--- config.mk ---
export PLATFORM = sky130hd
export DESIGN_NAME = alsu_display_ctrl
export DESIGN_NICKNAME = d
export VERILOG_FILES = /design/src/rtl/alsu_display_ctrl_pkg.sv /design/src/rtl/alsu_display_ctrl_result_fifo.sv /design/src/rtl/alsu_display_ctrl.sv
export SDC_FILE = /design/constraint.sdc
export NUM_CORES = 1
export LEC_CHECK = 0
export ABC_AREA = 1
export ABC_CLOCK_PERIOD_IN_PS = 7000
export BUFFER_PORTS_ARGS = -buffer_cell sky130_fd_sc_hd__buf_2
export CAP_MARGIN = 40
export CELL_PAD_IN_SITES_DETAIL_PLACEMENT = 1
export CELL_PAD_IN_SITES_GLOBAL_PLACEMENT = 1
export CORE_MARGIN = 3
export CORE_UTILIZATION = 40
export DETAILED_ROUTE_END_ITERATION = 10
export GPL_TIMING_DRIVEN = 1
export PLACE_DENSITY = 0.77
export SYNTH_ARGS = -nofsm -noshare
export SYNTH_HDL_FRONTEND = slang
export SYNTH_HIERARCHICAL = 1
export SYNTH_SLANG_ARGS = --single-unit
--- constraint.sdc ---
create_clock -name clock_100Mhz -period 7 [get_ports clock_100Mhz]
set_clock_uncertainty 0.2 [all_clocks]
set_input_delay 0 -clock clock_100Mhz [delete_from_list [all_inputs] [get_ports clock_100Mhz]]
set_output_delay 0 -clock clock_100Mhz [all_outputs]
set_load 0.05 [all_outputs]
--- src/rtl/alsu_display_ctrl_pkg.sv ---
// Shared definitions for the ALSU display sequencer: state encoding, result width, 100 MHz timing defaults.
package alsu_display_ctrl_pkg;

    localparam int unsigned RES_W           = 6;
    localparam int unsigned DEF_HOLD_CYCLES = 100_000_000;  // 1 s at 100 MHz
    localparam int unsigned DEF_ERR_CYCLES  = 200_000_000;  // 2 s at 100 MHz
    localparam int unsigned DEF_CNT_W       = 28;

    // 2'd3 is unused and recovers to IDLE
    typedef enum logic [1:0] {
        IDLE     = 2'd0,
        SHOW_RES = 2'd1,
        SHOW_ERR = 2'd2
    } state_e;

endpackage

--- src/rtl/alsu_display_ctrl_result_fifo.sv ---
// Small result buffer: DEPTH entries, wrapping pointers, occupancy count 0..DEPTH.
module alsu_result_fifo #(
    parameter int unsigned DEPTH = 4,
    parameter int unsigned WIDTH = 6
) (
    input  logic                         clk,
    input  logic                         rst_n,
    input  logic                         push,
    input  logic                         pop,
    input  logic [WIDTH-1:0]             din,
    output logic [WIDTH-1:0]             dout,
    output logic                         full,
    output logic                         empty,
    output logic [$clog2(DEPTH+1)-1:0]   count
);

    localparam int unsigned PTR_W = $clog2(DEPTH);
    localparam int unsigned OCC_W = $clog2(DEPTH + 1);

    logic [WIDTH-1:0] mem_q [DEPTH];
    logic [PTR_W-1:0] wr_ptr_q, wr_ptr_d;
    logic [PTR_W-1:0] rd_ptr_q, rd_ptr_d;
    logic [OCC_W-1:0] count_q, count_d;
    logic             do_push, do_pop;

    assign full    = (count_q == OCC_W'(DEPTH));
    assign empty   = (count_q == '0);
    assign count   = count_q;
    assign dout    = mem_q[rd_ptr_q];
    assign do_push = push && !full;
    assign do_pop  = pop && !empty;

    // Pointer and occupancy update; pointers wrap naturally since DEPTH is a power of two
    always_comb begin
        wr_ptr_d = wr_ptr_q;
        rd_ptr_d = rd_ptr_q;
        count_d  = count_q;
        if (do_push) wr_ptr_d = wr_ptr_q + PTR_W'(1);
        if (do_pop)  rd_ptr_d = rd_ptr_q + PTR_W'(1);
        case ({do_push, do_pop})
            2'b10:   count_d = count_q + OCC_W'(1);
            2'b01:   count_d = count_q - OCC_W'(1);
            default: count_d = count_q;
        endcase
    end

    // Control registers
    always_ff @(posedge clk or negedge rst_n) begin
        if (!rst_n) begin
            wr_ptr_q <= '0;
            rd_ptr_q <= '0;
            count_q  <= '0;
        end else begin
            wr_ptr_q <= wr_ptr_d;
            rd_ptr_q <= rd_ptr_d;
            count_q  <= count_d;
        end
    end

    // Storage array, no reset needed since entries are only read when valid
    always_ff @(posedge clk) begin
        if (do_push) mem_q[wr_ptr_q] <= din;
    end

endmodule

--- src/rtl/alsu_display_ctrl.sv ---
// Sequences buffered ALSU results onto the 7-segment driver with hold and error windows.
module alsu_display_ctrl
    import alsu_display_ctrl_pkg::*;
#(
    parameter int unsigned DEPTH       = 4,
    parameter int unsigned HOLD_CYCLES = DEF_HOLD_CYCLES,
    parameter int unsigned ERR_CYCLES  = DEF_ERR_CYCLES,
    parameter int unsigned CNT_W       = DEF_CNT_W
) (
    input  logic             clock_100Mhz,
    input  logic             reset,
    input  logic             res_valid,
    input  logic [RES_W-1:0] res_data,
    output logic             res_ready,
    input  logic             err_req,
    input  logic             freeze,
    output logic             disp_valid,
    output logic [RES_W-1:0] disp_data,
    output logic             busy
);

    localparam int unsigned     FCNT_W    = $clog2(DEPTH + 1);
    localparam logic [CNT_W-1:0] HOLD_LOAD = CNT_W'(HOLD_CYCLES - 1);
    localparam logic [CNT_W-1:0] ERR_LOAD  = CNT_W'(ERR_CYCLES - 1);

    state_e             state_q, state_d;
    logic [CNT_W-1:0]   cnt_q, cnt_d;
    logic               disp_valid_q, disp_valid_d;
    logic [RES_W-1:0]   disp_data_q, disp_data_d;
    logic               busy_q, busy_d;
    logic               push_c, pop_c, expiry_c;
    logic [RES_W-1:0]   fifo_dout;
    logic               fifo_full, fifo_empty;
    logic [FCNT_W-1:0]  fifo_count;

    assign res_ready  = !fifo_full;
    assign push_c     = res_valid && !fifo_full;
    assign expiry_c   = (cnt_q == '0) && !freeze;
    assign disp_valid = disp_valid_q;
    assign disp_data  = disp_data_q;
    assign busy       = busy_q;

    // Result buffer, accepts in every state while not full
    alsu_result_fifo #(
        .DEPTH (DEPTH),
        .WIDTH (RES_W)
    ) u_fifo (
        .clk   (clock_100Mhz),
        .rst_n (reset),
        .push  (push_c),
        .pop   (pop_c),
        .din   (res_data),
        .dout  (fifo_dout),
        .full  (fifo_full),
        .empty (fifo_empty),
        .count (fifo_count)
    );

    // Next-state, counter and display decisions; err_req always beats expiry
    always_comb begin
        state_d      = state_q;
        cnt_d        = cnt_q;
        disp_valid_d = disp_valid_q;
        disp_data_d  = disp_data_q;
        pop_c        = 1'b0;
        if (!freeze && cnt_q != '0) cnt_d = cnt_q - CNT_W'(1);

        case (state_q)
            IDLE: begin
                disp_valid_d = 1'b1;
                if (err_req) begin
                    state_d      = SHOW_ERR;
                    cnt_d        = ERR_LOAD;
                    disp_valid_d = 1'b0;
                end else if (!fifo_empty) begin
                    pop_c       = 1'b1;
                    disp_data_d = fifo_dout;
                    cnt_d       = HOLD_LOAD;
                    state_d     = SHOW_RES;
                end
            end
            SHOW_RES: begin
                disp_valid_d = 1'b1;
                if (err_req) begin
                    state_d      = SHOW_ERR;
                    cnt_d        = ERR_LOAD;
                    disp_valid_d = 1'b0;
                end else if (expiry_c) begin
                    if (!fifo_empty) begin
                        pop_c       = 1'b1;
                        disp_data_d = fifo_dout;
                        cnt_d       = HOLD_LOAD;
                    end else begin
                        state_d = IDLE;
                    end
                end
            end
            SHOW_ERR: begin
                disp_valid_d = 1'b0;
                if (err_req) begin
                    cnt_d = ERR_LOAD;
                end else if (expiry_c) begin
                    disp_valid_d = 1'b1;
                    if (!fifo_empty) begin
                        pop_c       = 1'b1;
                        disp_data_d = fifo_dout;
                        cnt_d       = HOLD_LOAD;
                        state_d     = SHOW_RES;
                    end else begin
                        state_d = IDLE;
                    end
                end
            end
            default: begin
                state_d      = IDLE;
                disp_valid_d = 1'b1;
            end
        endcase

        // Busy reflects the state and occupancy that will exist after this edge
        busy_d = (state_d != IDLE) || push_c || (fifo_count > FCNT_W'(pop_c));
    end

    // State and output registers
    always_ff @(posedge clock_100Mhz or negedge reset) begin
        if (!reset) begin
            state_q      <= IDLE;
            cnt_q        <= '0;
            disp_valid_q <= 1'b1;
            disp_data_q  <= '0;
            busy_q       <= 1'b0;
        end else begin
            state_q      <= state_d;
            cnt_q        <= cnt_d;
            disp_valid_q <= disp_valid_d;
            disp_data_q  <= disp_data_d;
            busy_q       <= busy_d;
        end
    end

endmodule

==> impl_metrics.py <==
metrics = {
    "run_status": {
        "status": "completed",
    },
    "global_routing": {
        "grtUsageMet3": 0.04636,
        "grt_use_met1": 0.2219,
        "track_usage": 0.1862,
        "grt_pass1_vias": 3632,
        "grt_use_met2": 0.3298,
        "grt-busiest-layer": "met2",
        "grt_max_degree": 46,
        "gr-total-overflow": 0,
        "antenna_found_initial": 0,
        "grt_pass1_wl_mm": 16.91,
    },
    "layout": {
        "antennaDiodeCount": 0,
        "drive_gt1_frac": 0.1596,
        "fillers": 1196,
        "finish.utilization": 0.4651,
        "fin_nets": 563,
        "stdcell_count": 678,
        "finalInstanceArea_um2": 4588,
        "areaGrowthSynthToFinish_pct": 11.90,
    },
    "synth": {
        "async_flop_share": 0.6522,
        "yosysTopAreaCellShare": 0.2685,
        "synth_top_family_by_area": "simple AND/OR/NAND/NOR gates",
        "yosys.area.top_type": "dfrtp_1",
        "syn_nets": 530,
        "synthFlopType": "dfrtp_1",
        "synth-xor-area-share": 0.02563,
        "yosys_register_bits": 69,
        "postSynthCellCount": 507,
        "avgSynthCellArea_um2": 8.087,
        "synth-simple-area-share": 0.3039,
        "synth_edf_count": 24,
        "synth_area_leaders": "dfrtp_1 (27%), edfxtp_1 (18%), nand2_1 (14%)",
        "synth.distinct_cells": 33,
        "synth_common_cells": "nand2_1 (148), inv_1 (69), nor2_1 (49)",
        "synth_compound_area_frac": 0.09216,
        "synth_warnings": 6,
        "synthAdderAreaFrac": 0.03845,
        "muxShareOfSynthArea": 0,
        "synth-seq-area-share": 0.4507,
        "syn-cell-area_um2": 4100,
        "synth.most_common_cell": "nand2_1",
    },
    "floorplanning": {
        "coreArea_um2": 9864,
        "die_area_um2": 11500,
        "num_rows": 36,
        "die_y_um": 107.2,
        "start_util": 0.4157,
        "ios": 20,
        "die_w_um": 107.2,
    },
    "power_and_ir_drop": {
        "ir_drop_uv": 279.6,
        "totalPowerFinal_mw": 1.938,
        "power.density_nw_per_um2": 422.4,
        "leakagePower_nw": 2.195,
    },
    "clock_tree": {
        "clk_pin_slew_ps": 90,
        "hold_buffers": 11,
        "cts-root-buf": "clkbuf_8",
        "clock_path_buffers": 2,
        "cts_resized": 0,
        "cts_inserted_buffers": 9,
        "cts.sink_count": 69,
        "clock_latency_ps": 370,
        "postCtsSetupBuffers": 0,
        "htree_levels": 3,
        "tritoncts": "done",
    },
    "setup_path": {
        "critPathSlowestCell": "a21boi_0",
        "worstPathArrival_ps": 3680,
        "path_cells": "inv_1 -> ha_1 -> nand2_2 -> nor2_4 -> nand2_4 -> nor2_8 -> nand2_4 -> inv_1 -> nand2_1 -> inv_2 -> nand2_1 -> a21boi_0 -> nand2_1 -> inv_1 -> ha_1 -> inv_1 -> fa_1 -> nand2_1 -> nand3_1 -> nand2_1 -> nand2_1",
        "crit_top_cell": "nand2_1",
        "cpPeakStageDelay_ps": 440,
        "crit_fanout": 5,
        "endpoint_kind": "register",
        "critPathLaunchType": "register",
        "critPathRequiredTime_ps": 7060,
        "criticalPathCategory": "reg -> reg",
    },
    "timing": {
        "period_share": 0.5169,
        "drv_slew": 0,
        "setup_tns_ps": 0,
        "max_slew_margin": 0.5098,
        "tightest_slew_ps": 735.2,
        "clock.fmax_mhz": 276.4,
        "worst_slack_ps": 3382,
        "period_minus_slack_ps": 3618,
        "setup_viol": 0,
        "hold_viol_final": 0,
        "whs_ps": 63.68,
        "rsz0062_at_grt": "false",
    },
    "place": {
        "io_buffer_count": 19,
        "routabilityCongestion": 0.8420,
        "dp.cells": 651,
        "dp_hpwl_mm": 7.123,
        "pre_cts_ws_ps": 3413,
        "dpl-instance-area_um2": 4289,
    },
    "routing": {
        "avgRoutedWirePerCell_um": 14.24,
        "drc": 0,
        "antenna_left": 0,
        "firstDrtPassIters": 4,
        "wl_mm": 9.657,
        "num_vias": 3359,
        "drt_iter0_markers": 162,
        "avgViaCountPerCell": 4.954,
    },
    "min_path": {
        "hold_class": "in -> async",
    },
    "run": {
        "cap_violations": 0,
    },
}
report_power, final:
| part | total [mW] | leakage [nW] | switching (mW) | internal [mW] |
|---|---|---|---|---|
| Sequential | 0.674 | 0.741 | 0.113 | 0.562 |
| Clock | 0.321 | 0.0947 | 0.184 | 0.138 |
| Combinational | 0.942 | 1.36 | 0.642 | 0.300 |
sequential cells by signal, summed over array words and instances, names as in the netlist:
register / count
u_fifo/rd_ptr_q: 2
state_q: 2
busy: 1
u_fifo/wr_ptr_q: 2
cnt_q: 28
u_fifo/count: 3
u_fifo/mem_q: 24
disp_data: 6
disp_valid: 1
final timing paths:
check                              from                  to  slack (ps)  depth (start not counted)
max reg2reg                    cnt_q[0]     u_fifo/count[2]        3380                         21
min in group clock_100Mhz   res_data[1]  u_fifo/mem_q[2][1]         180                          2
min                               reset           cnt_q[16]          60                          3
min reg2reg                disp_data[1]        disp_data[1]         290                          2
max                            cnt_q[0]     u_fifo/count[2]        3380                         21
max in group asynchronous         reset        disp_data[0]        6120                          3
routing by layer:
metal / routed length (um) / part of all wire
met4: 154 / 0.016
met1: 4355 / 0.45
met5: 0 / 0
met2: 4906 / 0.51
met3: 240 / 0.025
area by class of cell:
class	count	area [um2]	area share
tap	133	166.4	0.03627
clock inverter	7	65.06	0.01418
timing repair buffer	32	220.2	0.04800
inverter	74	277.8	0.06054
sequential	69	1848	0.4028
clock buffer	9	123.9	0.02700
multi-input combinational	354	1887	0.4112
critical path: cells and delay by family (launching register included):
family                     cells  cell delay, ps
buffers and inverters          5             440
DFF                            1             370
AOI/OAI and AO/OA              1             440
adders and majority gates      3             840
and+or+nand+nor               12            1200
kinds of logic (layout without fill, tap and decap cells):
kind of cell | count (synthesis) | after routing
simple gates | 271 | 271
buf+inv | 84 | 122
flops | 69 | 69
compound gates | 59 | 59
fa+ha+maj | 12 | 12
xor+xnor | 12 | 12
layout by cell type (no fill, tap or decap), drive strengths merged:
| cell | netlist | final |
|---|---|---|
| nor3 | 2 | 2 |
| a31oi | 1 | 1 |
| nand3 | 30 | 30 |
| o21ai | 30 | 30 |
| nor2 | 63 | 63 |
| a21oi | 12 | 12 |
| fa | 1 | 1 |
| dlygate4sd3 | 0 | 11 |
| a21boi | 1 | 1 |
| o211ai | 14 | 14 |
| xnor2 | 6 | 6 |
| clkinvlp | 0 | 1 |
| edfxtp | 24 | 24 |
| ha | 11 | 11 |
| dfstp | 1 | 1 |
| buf | 10 | 21 |
| nand4 | 8 | 8 |
| inv | 74 | 79 |
| o21bai | 1 | 1 |
| dfrtp | 44 | 44 |
| clkbuf | 0 | 9 |
| xor2 | 6 | 6 |
| nand2 | 166 | 166 |
| nor4 | 1 | 1 |
| clkinv | 0 | 1 |
| or2 | 1 | 1 |
Note: power is estimated with default switching activity, not from simulation.
